==> src/rtl/ctrl_regs_pkg.sv <==
// Shared constants for the control register bank and the DSI/HDMI blocks that consume it.
// Also holds the byte-strobe merge helper used on register commit.
package ctrl_regs_pkg;

    localparam logic [1:0] AXI_RESP_OKAY   = 2'b00;
    localparam logic [1:0] AXI_RESP_SLVERR = 2'b10;

    localparam int unsigned AXI_ID_W   = 4;
    localparam int unsigned AXI_DATA_W = 32;
    localparam int unsigned AXI_STRB_W = AXI_DATA_W / 8;

    // Register slots as wired into the datapath blocks.
    localparam int unsigned CTRL_REG_DSI_CTRL    = 0;
    localparam int unsigned CTRL_REG_DSI_TIMING  = 1;
    localparam int unsigned CTRL_REG_DSI_LANES   = 2;
    localparam int unsigned CTRL_REG_DSI_IRQ     = 3;
    localparam int unsigned CTRL_REG_HDMI_CTRL   = 4;
    localparam int unsigned CTRL_REG_HDMI_TIMING = 5;
    localparam int unsigned CTRL_REG_HDMI_INFO   = 6;
    localparam int unsigned CTRL_REG_HDMI_IRQ    = 7;

    function automatic logic [AXI_DATA_W-1:0] apply_wstrb(
        input logic [AXI_DATA_W-1:0] old_val,
        input logic [AXI_DATA_W-1:0] new_val,
        input logic [AXI_STRB_W-1:0] strb
    );
        logic [AXI_DATA_W-1:0] res;
        res = old_val;
        for (int k = 0; k < int'(AXI_STRB_W); k++) begin
            if (strb[k]) res[8*k +: 8] = new_val[8*k +: 8];
        end
        return res;
    endfunction

endpackage

==> src/rtl/ctrl_reg_decode.sv <==
// Combinational address decode for the register window: RW slot, RO status slot or unmapped.
// Byte offset bits [1:0] take no part in the decode.
module ctrl_reg_decode
    import ctrl_regs_pkg::*;
#(
    parameter int unsigned NUM_REGS   = 8,
    parameter int unsigned NUM_STATUS = 4,
    parameter logic [31:0] BASE_ADDR  = 32'h0000_1000,
    parameter int unsigned ADDR_WIDTH = 10
) (
    input  logic [31:0]           i_addr,
    output logic                  o_is_rw,
    output logic                  o_is_ro,
    output logic [ADDR_WIDTH-3:0] o_idx
);

    logic        w_in_win;
    logic [31:0] w_idx32;
    logic        w_unused_byte_ofs;

    assign w_in_win          = (i_addr[31:ADDR_WIDTH] == BASE_ADDR[31:ADDR_WIDTH]);
    assign o_idx             = i_addr[ADDR_WIDTH-1:2];
    assign w_idx32           = 32'(i_addr[ADDR_WIDTH-1:2]);
    assign w_unused_byte_ofs = ^i_addr[1:0];

    assign o_is_rw = w_in_win && (w_idx32 < NUM_REGS);
    assign o_is_ro = w_in_win && (w_idx32 >= NUM_REGS) && (w_idx32 < NUM_REGS + NUM_STATUS);

endmodule

==> src/rtl/axi_ctrl_regfile.sv <==
// AXI4 single-beat slave holding RW control registers and RO status words.
// Independent one-entry AW and W buffers feed a commit stage gated by the B channel.
module axi_ctrl_regfile
    import ctrl_regs_pkg::*;
#(
    parameter int unsigned NUM_REGS   = 8,
    parameter int unsigned NUM_STATUS = 4,
    parameter logic [31:0] BASE_ADDR  = 32'h0000_1000,
    parameter int unsigned ADDR_WIDTH = 10,
    parameter logic [31:0] RST_VAL    = 32'h0
) (
    input  logic                               clk,
    input  logic                               rst_n,
    input  logic [AXI_ID_W-1:0]                s_axi_awid,
    input  logic [31:0]                        s_axi_awaddr,
    input  logic [7:0]                         s_axi_awlen,
    input  logic                               s_axi_awvalid,
    output logic                               s_axi_awready,
    input  logic [AXI_DATA_W-1:0]              s_axi_wdata,
    input  logic [AXI_STRB_W-1:0]              s_axi_wstrb,
    input  logic                               s_axi_wlast,
    input  logic                               s_axi_wvalid,
    output logic                               s_axi_wready,
    output logic [AXI_ID_W-1:0]                s_axi_bid,
    output logic [1:0]                         s_axi_bresp,
    output logic                               s_axi_bvalid,
    input  logic                               s_axi_bready,
    input  logic [AXI_ID_W-1:0]                s_axi_arid,
    input  logic [31:0]                        s_axi_araddr,
    input  logic                               s_axi_arvalid,
    output logic                               s_axi_arready,
    output logic [AXI_ID_W-1:0]                s_axi_rid,
    output logic [AXI_DATA_W-1:0]              s_axi_rdata,
    output logic [1:0]                         s_axi_rresp,
    output logic                               s_axi_rlast,
    output logic                               s_axi_rvalid,
    input  logic                               s_axi_rready,
    output logic [NUM_REGS*AXI_DATA_W-1:0]     reg_out,
    output logic [NUM_REGS-1:0]                reg_wr_pulse,
    input  logic [NUM_STATUS*AXI_DATA_W-1:0]   status_in
);

    localparam int unsigned IDX_W = ADDR_WIDTH - 2;

    logic                                r_rdy;
    logic                                r_aw_full;
    logic [AXI_ID_W-1:0]                 r_awid;
    logic [IDX_W-1:0]                    r_aw_idx;
    logic                                r_aw_ok;
    logic                                r_w_full;
    logic [AXI_DATA_W-1:0]               r_wdata;
    logic [AXI_STRB_W-1:0]               r_wstrb;
    logic                                r_bvalid;
    logic [AXI_ID_W-1:0]                 r_bid;
    logic [1:0]                          r_bresp;
    logic [NUM_REGS-1:0][AXI_DATA_W-1:0] r_regs;
    logic [NUM_REGS-1:0]                 r_wr_pulse;
    logic                                r_rvalid;
    logic [AXI_ID_W-1:0]                 r_rid;
    logic [AXI_DATA_W-1:0]               r_rdata;
    logic [1:0]                          r_rresp;

    logic                  w_aw_is_rw;
    logic                  w_unused_aw_is_ro;
    logic [IDX_W-1:0]      w_aw_idx;
    logic                  w_ar_is_rw;
    logic                  w_ar_is_ro;
    logic [IDX_W-1:0]      w_ar_idx;
    logic                  w_aw_hs;
    logic                  w_w_hs;
    logic                  w_ar_hs;
    logic                  w_commit;
    logic [AXI_DATA_W-1:0] w_rd_data;

    ctrl_reg_decode #(
        .NUM_REGS   (NUM_REGS),
        .NUM_STATUS (NUM_STATUS),
        .BASE_ADDR  (BASE_ADDR),
        .ADDR_WIDTH (ADDR_WIDTH)
    ) u_aw_dec (
        .i_addr  (s_axi_awaddr),
        .o_is_rw (w_aw_is_rw),
        .o_is_ro (w_unused_aw_is_ro),
        .o_idx   (w_aw_idx)
    );

    ctrl_reg_decode #(
        .NUM_REGS   (NUM_REGS),
        .NUM_STATUS (NUM_STATUS),
        .BASE_ADDR  (BASE_ADDR),
        .ADDR_WIDTH (ADDR_WIDTH)
    ) u_ar_dec (
        .i_addr  (s_axi_araddr),
        .o_is_rw (w_ar_is_rw),
        .o_is_ro (w_ar_is_ro),
        .o_idx   (w_ar_idx)
    );

    // r_rdy keeps every ready low while reset is asserted and for the release edge.
    assign s_axi_awready = r_rdy && !r_aw_full;
    assign s_axi_wready  = r_rdy && !r_w_full;
    assign s_axi_arready = r_rdy && (!r_rvalid || s_axi_rready);

    assign w_aw_hs  = s_axi_awvalid && s_axi_awready;
    assign w_w_hs   = s_axi_wvalid && s_axi_wready;
    assign w_ar_hs  = s_axi_arvalid && s_axi_arready;
    assign w_commit = r_aw_full && r_w_full && (!r_bvalid || s_axi_bready);

    always_comb begin
        w_rd_data = '0;
        for (int i = 0; i < int'(NUM_REGS); i++) begin
            if (w_ar_is_rw && (w_ar_idx == IDX_W'(i))) w_rd_data = r_regs[i];
        end
        for (int j = 0; j < int'(NUM_STATUS); j++) begin
            if (w_ar_is_ro && (w_ar_idx == IDX_W'(NUM_REGS + j))) begin
                w_rd_data = status_in[j*AXI_DATA_W +: AXI_DATA_W];
            end
        end
    end

    always_ff @(posedge clk or negedge rst_n) begin
        if (!rst_n) begin
            r_rdy     <= 1'b0;
            r_aw_full <= 1'b0;
            r_awid    <= '0;
            r_aw_idx  <= '0;
            r_aw_ok   <= 1'b0;
            r_w_full  <= 1'b0;
            r_wdata   <= '0;
            r_wstrb   <= '0;
        end else begin
            r_rdy <= 1'b1;
            if (w_aw_hs) begin
                r_aw_full <= 1'b1;
                r_awid    <= s_axi_awid;
                r_aw_idx  <= w_aw_idx;
                r_aw_ok   <= w_aw_is_rw && (s_axi_awlen == 8'd0);
            end else if (w_commit) begin
                r_aw_full <= 1'b0;
            end
            // Non-last beats are acknowledged but never stored.
            if (w_w_hs && s_axi_wlast) begin
                r_w_full <= 1'b1;
                r_wdata  <= s_axi_wdata;
                r_wstrb  <= s_axi_wstrb;
            end else if (w_commit) begin
                r_w_full <= 1'b0;
            end
        end
    end

    always_ff @(posedge clk or negedge rst_n) begin
        if (!rst_n) begin
            r_bvalid   <= 1'b0;
            r_bid      <= '0;
            r_bresp    <= AXI_RESP_OKAY;
            r_wr_pulse <= '0;
            for (int i = 0; i < int'(NUM_REGS); i++) r_regs[i] <= RST_VAL;
        end else begin
            r_wr_pulse <= '0;
            if (w_commit) begin
                r_bvalid <= 1'b1;
                r_bid    <= r_awid;
                r_bresp  <= r_aw_ok ? AXI_RESP_OKAY : AXI_RESP_SLVERR;
                for (int i = 0; i < int'(NUM_REGS); i++) begin
                    if (r_aw_ok && (r_aw_idx == IDX_W'(i))) begin
                        r_regs[i]     <= apply_wstrb(r_regs[i], r_wdata, r_wstrb);
                        r_wr_pulse[i] <= 1'b1;
                    end
                end
            end else if (s_axi_bready) begin
                r_bvalid <= 1'b0;
            end
        end
    end

    always_ff @(posedge clk or negedge rst_n) begin
        if (!rst_n) begin
            r_rvalid <= 1'b0;
            r_rid    <= '0;
            r_rdata  <= '0;
            r_rresp  <= AXI_RESP_OKAY;
        end else if (w_ar_hs) begin
            r_rvalid <= 1'b1;
            r_rid    <= s_axi_arid;
            r_rdata  <= w_rd_data;
            r_rresp  <= (w_ar_is_rw || w_ar_is_ro) ? AXI_RESP_OKAY : AXI_RESP_SLVERR;
        end else if (s_axi_rready) begin
            r_rvalid <= 1'b0;
        end
    end

    assign s_axi_bvalid = r_bvalid;
    assign s_axi_bid    = r_bid;
    assign s_axi_bresp  = r_bresp;
    assign s_axi_rvalid = r_rvalid;
    assign s_axi_rid    = r_rid;
    assign s_axi_rdata  = r_rdata;
    assign s_axi_rresp  = r_rresp;
    assign s_axi_rlast  = 1'b1;
    assign reg_out      = r_regs;
    assign reg_wr_pulse = r_wr_pulse;

endmodule

==> config.mk <==
export PLATFORM = sky130hd
export DESIGN_NAME = axi_ctrl_regfile
export DESIGN_NICKNAME = d
export VERILOG_FILES = /design/src/rtl/ctrl_regs_pkg.sv /design/src/rtl/ctrl_reg_decode.sv /design/src/rtl/axi_ctrl_regfile.sv
export SDC_FILE = /design/constraint.sdc
export NUM_CORES = 1
export LEC_CHECK = 0
export BUFFER_PORTS_ARGS = -buffer_cell sky130_fd_sc_hd__buf_2
export CORE_AREA = 5 5 219 221
export CTS_CLUSTER_SIZE = 12
export DETAILED_ROUTE_END_ITERATION = 16
export DIE_AREA = 0 0 224 226
export PLACE_DENSITY = 0.61
export SLEW_MARGIN = 20
export SYNTH_ARGS = -nofsm -noshare
export SYNTH_HDL_FRONTEND = slang
export SYNTH_SLANG_ARGS = --single-unit
==> constraint.sdc <==
create_clock -name clk -period 2.5 [get_ports clk]
set_clock_uncertainty 0.05 [all_clocks]
set_input_delay 0.75 -clock clk [delete_from_list [all_inputs] [get_ports clk]]
set_output_delay 0.75 -clock clk [all_outputs]
set_load 0.01 [all_outputs]
==> impl_metrics.py, run 1 <==
metrics = {
    "routing": {
        "wirelength_um": 80200,
        "viasPerCell": 5.76,
        "wl_per_cell_um": 28.3,
        "vias": 16300,
        "drt_iter0_markers": 1440,
        "first_pass_iters": 7,
        "final_antenna_net_count": 0,
        "remaining_drc_errors": 0,
    },
    "cells_and_area": {
        "regArea_sq_mm": 0.00901,
        "areaGrowthSynthToFinish_pct": 39.0,
        "nFillCells": 4182,
        "drive_gt1_share_pct": 55.4,
        "utilization_pct": 52.9,
        "multiInputGateArea_sq_mm": 0.00825,
        "finalNetCount": 2436,
    },
    "global_route": {
        "grt_pass1_vias": 16500,
        "antenna_found_initial": 15,
        "grt_pass1_wl_um": 113000,
        "grt_use_total_pct": 30.5,
        "grt_remaining_overflow": 0,
        "grt_max_degree": 70,
    },
    "floorplan": {
        "die_x_um": 224,
        "die-area_sq_mm": 0.0506,
        "die_h_um": 226,
        "core.rowCount": 79,
        "fp.coreArea_sq_mm": 0.0460,
        "start_util_pct": 38.0,
        "ios": 566,
    },
    "timing": {
        "rsz0062_at_grt": "true",
        "setup_ws_ns": 0.0205,
        "relSlewSlack_pct": 49.3,
        "period_needed_ns": 2.48,
        "slew_violations": 0,
        "timing.fmax_ghz": 0.403,
        "tightest_slew_ns": 0.757,
        "post-route-period-util_pct": 99.2,
        "setup_viol": 0,
        "final_hold_viol_count": 0,
    },
    "clock_network": {
        "cts-buffers-inserted": 42,
        "cts_tree": "built",
        "cts-root-buf": "clkbuf_16",
        "htreeDepth": 2,
        "cts_sinks": 360,
        "clk_pin_slew_ns": 0.06,
        "ctsLongestPathBuffers": 3,
        "clock_latency_ns": 0.58,
    },
    "setup_path": {
        "cp-endpoint": "s_axi_rdata[6]$_DFFE_PN0P_",
        "cp_slowest_cell": "nor2b_2",
        "crit_fanout": 9,
        "cp_top_family": "simple AND/OR/NAND/NOR gates",
        "cp.required_ns": 2.91,
        "r2r_end": "reg_out[93]$_DFFE_PN0P_",
        "crit_buf_inv": 1,
        "arrival_ns": 2.89,
        "reg2reg_from": "r_aw_idx[4]$_DFFE_PN0P_",
        "end_kind": "flop",
        "worst-path-stages": 7,
        "max_stage_delay_ns": 0.67,
        "setup.worst_path.start_class": "input port",
        "worstPathCellList": "buf_4 > nor2b_2 > nand2_1 > or4_4 > o21a_1 > a221oi_2 > o21ai_1",
        "r2r_slack_ns": 0.04,
        "crit_type": "input port to flop",
        "rr_worst_depth": 7,
        "crit_start": "s_axi_araddr[2]",
    },
    "logic_synthesis": {
        "syn_avg_cell_area_sq_um": 12.0,
        "yosysMostFrequentCell": "dfrtp_1",
        "yosys-top-cells-area": "dfrtp_1 (52%), mux2_2 (19%), nand2_1 (2.3%), mux4_2 (1.5%), nor2_1 (1.1%)",
        "synth_top_area_share_pct": 51.5,
        "synth_commonest_cells": "dfrtp_1 (360), mux2_2 (302), nand2_1 (108)",
        "async_flop_share_pct": 100,
        "synth_area_leader_cell": "dfrtp_1",
        "synth_cell_types": 74,
        "synth_edf_count": 0,
        "syn_area_sq_mm": 0.0175,
        "yosysWarnings": 0,
        "synth_cells": 1462,
        "synth-seq-area-share_pct": 51.5,
        "ys_seq_elements": 360,
        "synth-main-ff-cell": "dfrtp_1",
    },
    "power_and_ir_drop": {
        "vdd_drop_max_mv": 0.545,
        "p_per_area_mw_per_mm2": 632,
        "power_mw": 15.4,
        "p_leak_nw": 12.7,
    },
    "place": {
        "hpwlAfterDp_um": 63700,
        "gp_congestion": 0.963,
        "place_ws_ns": -0.574,
        "portBuffers": 558,
    },
    "run_status": {
        "status": "finished clean",
    },
    "run": {
        "maxCapViolCount": 0,
    },
    "worst_hold_path": {
        "hold_path.class": "input port to flop",
    },
}
-- worst min-delay path by stage --
stage                     depth (start not counted)                   from                  endpoint  slack [ns]
final                                             3          s_axi_arid[1]  s_axi_rid[1]$_DFFE_PN0P_        0.32
after global routing                              3          s_axi_arid[1]  s_axi_rid[1]$_DFFE_PN0P_        0.32
after CTS                                         3          s_axi_arid[1]  s_axi_rid[1]$_DFFE_PN0P_        0.31
after detailed placement                          2  r_awid[0]$_DFFE_PN0P_  s_axi_bid[0]$_DFFE_PN0P_        0.41
after global placement                            2  r_awid[0]$_DFFE_PN0P_  s_axi_bid[0]$_DFFE_PN0P_        0.39
after floorplan                                   2  r_awid[0]$_DFFE_PN0P_  s_axi_bid[0]$_DFFE_PN0P_        0.38
-- state kept, by name (all words and copies together) (netlist names), 4 cells and up --
register / cells
r_aw_idx: 8
r_awid: 4
r_wdata: 32
r_wstrb: 4
reg_out: 256
reg_wr_pulse: 8
s_axi_bid: 4
s_axi_rdata: 32
s_axi_rid: 4
-- per-stage QoR --
stage / area [sq um] / TNS, ns / std cells / hold WS (ns)
after floorplan: 17600 / -1.95 / 1464 / 0.383
after global placement: 22800 / -14.98 / 2744 / 0.395
after detailed placement: 22800 / -17.70 / 2744 / 0.406
after CTS: 24200 / -0.367 / 2819 / 0.307
after global routing: 24300 / -3.16 / 2828 / 0.316
final: 24300 / 0 / 2831 / 0.321
-- where the power goes --
part | switching [mW] | internal (mW)
Clock | 2.56 | 3.63
Sequential | 1.09 | 6.32
Combinational | 0.882 | 0.876
-- metal layers --
layer	routed length (um)	global-route usage, %
met4	3350	12.8
met2	38300	49.6
met1	31500	38.5
met3	7060	8.50
met5	38	0
-- repair_timing --
item	4_1_cts	5_1_grt
pin swaps	0	3
resized for setup	0	22
hold buffers	1	0
setup buffers	0	2
hold endpoints to repair	17	0
endpoints found under the setup margin	25	192
-- worst register-to-register path: stages (launching register included) --
cell     delay, ns
dfrtp_1       0.38
or4b_4        0.55
nor3_4        0.21
nand2_2       0.16
nor4_4        0.20
buf_12        0.18
nand2_2       0.22
mux2_1        0.39
-- placed cells by master, fill, tap and decap left out, types with 13 or more instances in the layout --
| master | netlist | final |
|---|---|---|
| buf_4 | 4 | 179 |
| nand4_1 | 22 | 22 |
| dfrtp_1 | 360 | 360 |
| nand2_1 | 108 | 103 |
| buf_2 | 37 | 555 |
| a21oi_1 | 37 | 37 |
| mux2_2 | 302 | 302 |
| o22a_1 | 18 | 18 |
| mux2i_1 | 13 | 13 |
| a22oi_1 | 13 | 13 |
| buf_12 | 0 | 33 |
| inv_1 | 22 | 22 |
| o22ai_1 | 16 | 16 |
| clkbuf_16 | 0 | 42 |
| nand3_1 | 36 | 33 |
| nor4_1 | 22 | 20 |
| o21ai_0 | 32 | 32 |
| and3_1 | 16 | 14 |
| nor2_1 | 53 | 52 |
-- cell families (layout without fill, tap and decap cells) --
| logic type | Yosys count | count (layout) | synth area share (%) |
|---|---|---|---|
| mux | 334 | 334 | 22.2 |
| simple gates | 371 | 371 | 11.7 |
| other cells | 2 | 14 | 0.0430 |
| flops | 360 | 360 | 51.5 |
| compound gates | 279 | 279 | 11.7 |
| buf+inv | 116 | 866 | 2.84 |
-- area by class of cell --
type | instances | area share (%)
multi-input combinational | 988 | 34.0
sequential | 360 | 37.1
inverter | 22 | 0.340
antenna | 10 | 0.103
timing repair buffer | 770 | 19.8
clock buffer | 61 | 4.91
tap | 607 | 3.12
clock inverter | 13 | 0.680
(Power assumes the default switching activity.)
==> run 2, diff against run 1 <==
REMOVE_ABC_BUFFERS = 1   (was not set)
==> impl_metrics.py, run 2 (synthesis gave the netlist of run 1 again) <==
metrics = {
    "run_status": {
        "status": "finished with violations",
        "violations": "negative setup slack",
    },
    "cells_and_area": {
        "final_common_cell": "buf_2",
        "drive_gt1_share_pct": 56.5,
        "nFillCells": 4052,
        "multiInputGateArea_sq_mm": 0.00847,
        "largest_register_ffs": 256,
        "fin_area_sq_mm": 0.0249,
        "regArea_sq_mm": 0.00901,
        "instances_no_fill": 2845,
        "layout_common_cells": "buf_2 (557), dfrtp_1 (360), mux2_2 (281), buf_4 (170), nand2_1 (98)",
        "areaGrowthSynthToFinish_pct": 42.3,
        "finalNetCount": 2457,
    },
    "routing": {
        "final_antenna_net_count": 0,
        "viasPerCell": 5.69,
        "remaining_drc_errors": 0,
        "wl_per_cell_um": 27.6,
        "drt_iter0_markers": 1318,
        "wirelength_um": 78500,
        "first_pass_iters": 6,
        "vias": 16200,
    },
    "floorplan": {
        "die-area_sq_mm": 0.0506,
        "start_util_pct": 38.0,
        "ios": 566,
        "die_h_um": 226,
        "fp.coreArea_sq_mm": 0.0460,
        "core.rowCount": 79,
        "die_x_um": 224,
    },
    "setup_path": {
        "setup.worst_path.start_class": "flop",
        "end_kind": "flop",
        "crit_type": "flop to flop",
        "cp_slowest_cell": "or4b_4",
        "rr_worst_depth": 8,
        "worstPathCellList": "or4b_4 > nor3_4 > buf_6 > nand2_4 > nor4_4 > buf_12 > nand2_4 > mux2_2",
        "crit_fanout": 8,
        "cp.required_ns": 2.91,
        "arrival_ns": 2.92,
        "r2r_end": "reg_out[211]$_DFFE_PN0P_",
        "max_stage_delay_ns": 0.55,
        "r2r_slack_ns": -0.02,
        "crit_top_cell": "nand2_4",
        "reg2reg_from": "r_aw_idx[6]$_DFFE_PN0P_",
        "cp_top_family": "simple AND/OR/NAND/NOR gates",
        "crit_buf_inv": 2,
    },
    "clock_network": {
        "cts-buffers-inserted": 42,
        "clk_pin_slew_ns": 0.06,
        "htreeDepth": 2,
        "clock_latency_ns": 0.58,
        "cts_sinks": 360,
        "cts_tree": "built",
        "ctsLongestPathBuffers": 3,
        "cts-root-buf": "clkbuf_16",
    },
    "timing": {
        "timing.fmax_ghz": 0.398,
        "whs_ns": 0.0850,
        "setup_ws_ns": -0.0150,
        "relSlewSlack_pct": 35.2,
        "setup_viol": 13,
        "post-route-period-util_pct": 101,
        "final_hold_viol_count": 0,
        "period_needed_ns": 2.52,
        "totalNegativeSetupSlack_ns": -0.0886,
        "slew_violations": 0,
        "tightest_slew_ns": 0.969,
        "rsz0062_at_grt": "true",
    },
    "global_route": {
        "antenna_found_initial": 10,
        "grt_use_total_pct": 29.6,
        "grt_remaining_overflow": 0,
        "grt_max_degree": 59,
        "grt_pass1_wl_um": 111000,
        "grt_pass1_vias": 16400,
    },
    "place": {
        "placed_cells": 2761,
        "portBuffers": 558,
        "placed_cell_area_sq_mm": 0.0229,
        "hpwlAfterDp_um": 61700,
        "gp_congestion": 0.992,
    },
    "power_and_ir_drop": {
        "power_mw": 15.6,
        "vdd_drop_max_mv": 0.673,
        "p_leak_nw": 12.9,
        "p_per_area_mw_per_mm2": 629,
    },
    "worst_hold_path": {
        "hold_path.class": "input port to async pin",
    },
    "run": {
        "maxCapViolCount": 0,
    },
}
[run 2: cell types whose count changed in the layout (fill, tap and decap cells not counted), sizes merged]
cell / previous run / this run
clkinvlp: 0 / 1
buf: 769 / 791
dlygate4sd3: 1 / 0
diode: 10 / 4
bufinv: 3 / 5
clkbuf: 61 / 57
[run 2: report_power, final]
part	internal [mW]	total (mW)	switching, mW
Sequential	6.32	7.45	1.13
Clock	3.80	6.34	2.54
Combinational	0.927	1.85	0.922
[run 2: cell type report]
| cell class | instances | share of cell area, % |
|---|---|---|
| timing repair buffer | 791 | 20.7 |
| tap | 607 | 3.05 |
| clock inverter | 16 | 0.950 |
| clock buffer | 57 | 4.69 |
| sequential | 360 | 36.2 |
| antenna | 4 | 0.0402 |
| inverter | 22 | 0.332 |
| multi-input combinational | 988 | 34.0 |
[run 2: repair_timing]
item                                   in CTS  in global routing
resized for setup                          30                 79
cloned                                      0                  2
buffers inserted                            1                  6
hold buffers                                0                  0
pin swaps                                   3                 10
endpoints found under the hold margin       0                  0
setup endpoints to repair                 198                226
[run 2: metal layers]
| metal | up-vias | GRT usage [%] | part of all wire, % |
|---|---|---|---|
| li1 | 7025 | - | - |
| met1 | 8146 | 38.5 | 40 |
| met2 | 828 | 48.8 | 48 |
| met3 | 168 | 6.69 | 8.2 |
| met4 | 8 | 11.0 | 3.9 |
| met5 | - | 0 | 0.055 |
[run 2: worst reg2reg max path: stages (launching register included)]
cell	delay (ns)
dfrtp_1	0.38
or4b_4	0.55
nor3_4	0.25
buf_6	0.15
nand2_4	0.05
nor4_4	0.29
buf_12	0.21
nand2_4	0.14
mux2_2	0.34
[run 2: metrics by stage]
stage | setup slack, ns | util [%]
floorplan | -1.55 | -
global placement | -0.595 | 49.8
detailed placement | -0.596 | 49.8
CTS | -0.0126 | 53.2
global route | -0.128 | 54.1
finish | -0.0150 | 54.1
[run 2: worst max path at each step]
stage / endpoint / cells after the start / slack [ns] / start
after global placement: s_axi_rdata[6]$_DFFE_PN0P_ / 9 / -0.59 / s_axi_araddr[6]
after detailed placement: s_axi_rdata[24]$_DFFE_PN0P_ / 9 / -0.60 / s_axi_araddr[6]
after CTS: reg_out[154]$_DFFE_PN0P_ / 9 / -0.01 / r_aw_idx[4]$_DFFE_PN0P_
after global routing: reg_out[196]$_DFFE_PN0P_ / 8 / -0.13 / r_aw_idx[6]$_DFFE_PN0P_
after floorplan: s_axi_rdata[11]$_DFFE_PN0P_ / 6 / -1.55 / s_axi_araddr[25]
final: reg_out[211]$_DFFE_PN0P_ / 8 / -0.02 / r_aw_idx[6]$_DFFE_PN0P_
==> run 3, diff against run 2 <==
CORE_AREA = 5 5 216 218   (was 5 5 219 221)
DIE_AREA = 0 0 221 223   (was 0 0 224 226)
PLACE_DENSITY = 0.69   (was 0.61)
==> impl_metrics.py, run 3 (synthesis gave the netlist of run 1 again) <==
metrics = {
    "run_status": {
        "status": "finished with violations",
        "violations": "negative setup slack",
    },
    "floorplan": {
        "die_x_um": 221,
        "start_util_pct": 39.1,
        "die-area_sq_mm": 0.0493,
        "fp.coreArea_sq_mm": 0.0447,
        "core.rowCount": 78,
        "die_h_um": 223,
        "ios": 566,
    },
    "place": {
        "place_ws_ns": -0.977,
        "portBuffers": 558,
        "placed_cell_area_sq_mm": 0.0227,
        "gp_congestion": 0.997,
        "hpwlAfterDp_um": 61600,
    },
    "routing": {
        "remaining_drc_errors": 0,
        "drt_iter0_markers": 1310,
        "wirelength_um": 79400,
        "viasPerCell": 5.81,
        "wl_per_cell_um": 28.1,
        "vias": 16400,
        "final_antenna_net_count": 0,
        "first_pass_iters": 5,
    },
    "timing": {
        "period_needed_ns": 2.51,
        "timing.fmax_ghz": 0.399,
        "setup_viol": 2,
        "post-route-period-util_pct": 100,
        "rsz0062_at_grt": "true",
        "tightest_slew_ns": 0.747,
        "relSlewSlack_pct": 50.2,
        "slew_violations": 0,
        "setup_ws_ns": -0.00586,
        "final_hold_viol_count": 0,
    },
    "cells_and_area": {
        "utilization_pct": 54.8,
        "layout_common_cells": "buf_2 (556), dfrtp_1 (360), mux2_2 (300), buf_4 (172), nand2_1 (96)",
        "areaGrowthSynthToFinish_pct": 40.1,
        "nFillCells": 3878,
        "final_common_cell": "buf_2",
        "finalNetCount": 2442,
        "drive_gt1_share_pct": 56.3,
        "largest_register_ffs": 256,
        "fin_area_sq_mm": 0.0245,
    },
    "setup_path": {
        "cp-endpoint": "reg_out[123]$_DFFE_PN0P_",
        "rr_worst_depth": 7,
        "crit_type": "flop to flop",
        "end_kind": "flop",
        "r2r_slack_ns": -0.006,
        "max_stage_delay_ns": 0.55,
        "cp.required_ns": 2.88,
        "worstPathCellList": "or4b_4 > nor3_4 > nand2_2 > buf_4 > nor2_4 > nand2_2 > mux2_2",
        "r2r_end": "reg_out[123]$_DFFE_PN0P_",
        "setup.worst_path.start_class": "flop",
        "arrival_ns": 2.89,
        "crit_start": "r_aw_idx[4]$_DFFE_PN0P_",
        "crit_top_cell": "nand2_2",
        "crit_fanout": 8,
        "reg2reg_from": "r_aw_idx[4]$_DFFE_PN0P_",
        "cp_slowest_cell": "or4b_4",
    },
    "power_and_ir_drop": {
        "p_leak_nw": 12.8,
        "p_per_area_mw_per_mm2": 626,
        "power_mw": 15.3,
        "vdd_drop_max_mv": 0.577,
    },
    "run": {
        "maxCapViolCount": 0,
    },
    "clock_network": {
        "cts_sinks": 360,
        "cts-root-buf": "clkbuf_16",
        "ctsLongestPathBuffers": 3,
        "cts_hold_buffers": 0,
        "clock_latency_ns": 0.56,
        "clk_pin_slew_ns": 0.06,
        "cts_tree": "built",
        "htreeDepth": 2,
        "cts-buffers-inserted": 42,
    },
    "global_route": {
        "grt_pass1_vias": 17000,
        "grt_remaining_overflow": 0,
        "grt_pass1_wl_um": 114000,
        "antenna_found_initial": 6,
        "grt_max_degree": 76,
        "grt_use_total_pct": 30.8,
    },
    "worst_hold_path": {
        "hold_path.class": "input port to async pin",
    },
}
[run 3: what timing repair did]
item / in CTS / in global routing
endpoints found under the setup margin: 143 / 224
cloned: 0 / 2
hold endpoints to repair: 0 / 0
setup buffers: 0 / 8
resized for setup: 25 / 45
pin swaps: 2 / 3
[run 3: worst min path at each step]
stage / to / depth (start not counted) / startpoint / slack [ns]
floorplan: s_axi_bid[0]$_DFFE_PN0P_ / 2 / r_awid[0]$_DFFE_PN0P_ / 0.38
global placement: s_axi_bid[1]$_DFFE_PN0P_ / 2 / r_awid[1]$_DFFE_PN0P_ / 0.40
global route: reg_out[11]$_DFFE_PN0P_ / 1 / rst_n / 0.07
finish: reg_out[11]$_DFFE_PN0P_ / 1 / rst_n / 0.05
CTS: reg_out[205]$_DFFE_PN0P_ / 1 / rst_n / 0.05
detailed placement: s_axi_bid[0]$_DFFE_PN0P_ / 2 / r_awid[0]$_DFFE_PN0P_ / 0.41
[run 3: per-layer routing]
metal  up-vias  global-route usage [%]  wire length, um
met5         -                       0               11
met1      8340                    38.8            30800
li1       6986                       -                -
met4         2                    10.5             3190
met3       174                    8.03             7080
met2       895                    51.9            38300
[run 3: metrics by stage]
stage | setup TNS (ns) | cells | hold WS [ns]
2_1_floorplan | -42.19 | 1370 | 0.383
3_5_place_dp | -53.88 | 2737 | 0.409
4_1_cts | -0.0805 | 2809 | 0.0525
6_report | -0.00956 | 2824 | 0.0522
3_3_place_gp | -53.49 | 2737 | 0.398
5_1_grt | -3.60 | 2820 | 0.0743
[run 3: layout make-up]
| type | count | area [sq um] | share of cell area, % |
|---|---|---|---|
| timing repair buffer | 776 | 4960 | 20.3 |
| inverter | 22 | 82.6 | 0.337 |
| clock inverter | 11 | 91.3 | 0.373 |
| multi-input combinational | 988 | 8330 | 34.0 |
| tap | 600 | 751 | 3.07 |
| antenna | 6 | 15.0 | 0.0613 |
| clock buffer | 61 | 1250 | 5.12 |
| sequential | 360 | 9010 | 36.8 |
[run 3: critical path, delay by kind of cell, from the launching register on]
kind                   cells  cell delay (ns)
DFF                        1             0.38
buffers and inverters      1             0.15
and+or+nand+nor            5             1.44
muxes                      1             0.36
[run 3: where the power goes]
group	total, mW	internal, mW	switching [mW]
Clock	6.06	3.57	2.49
Combinational	1.84	0.906	0.931
Sequential	7.43	6.32	1.11
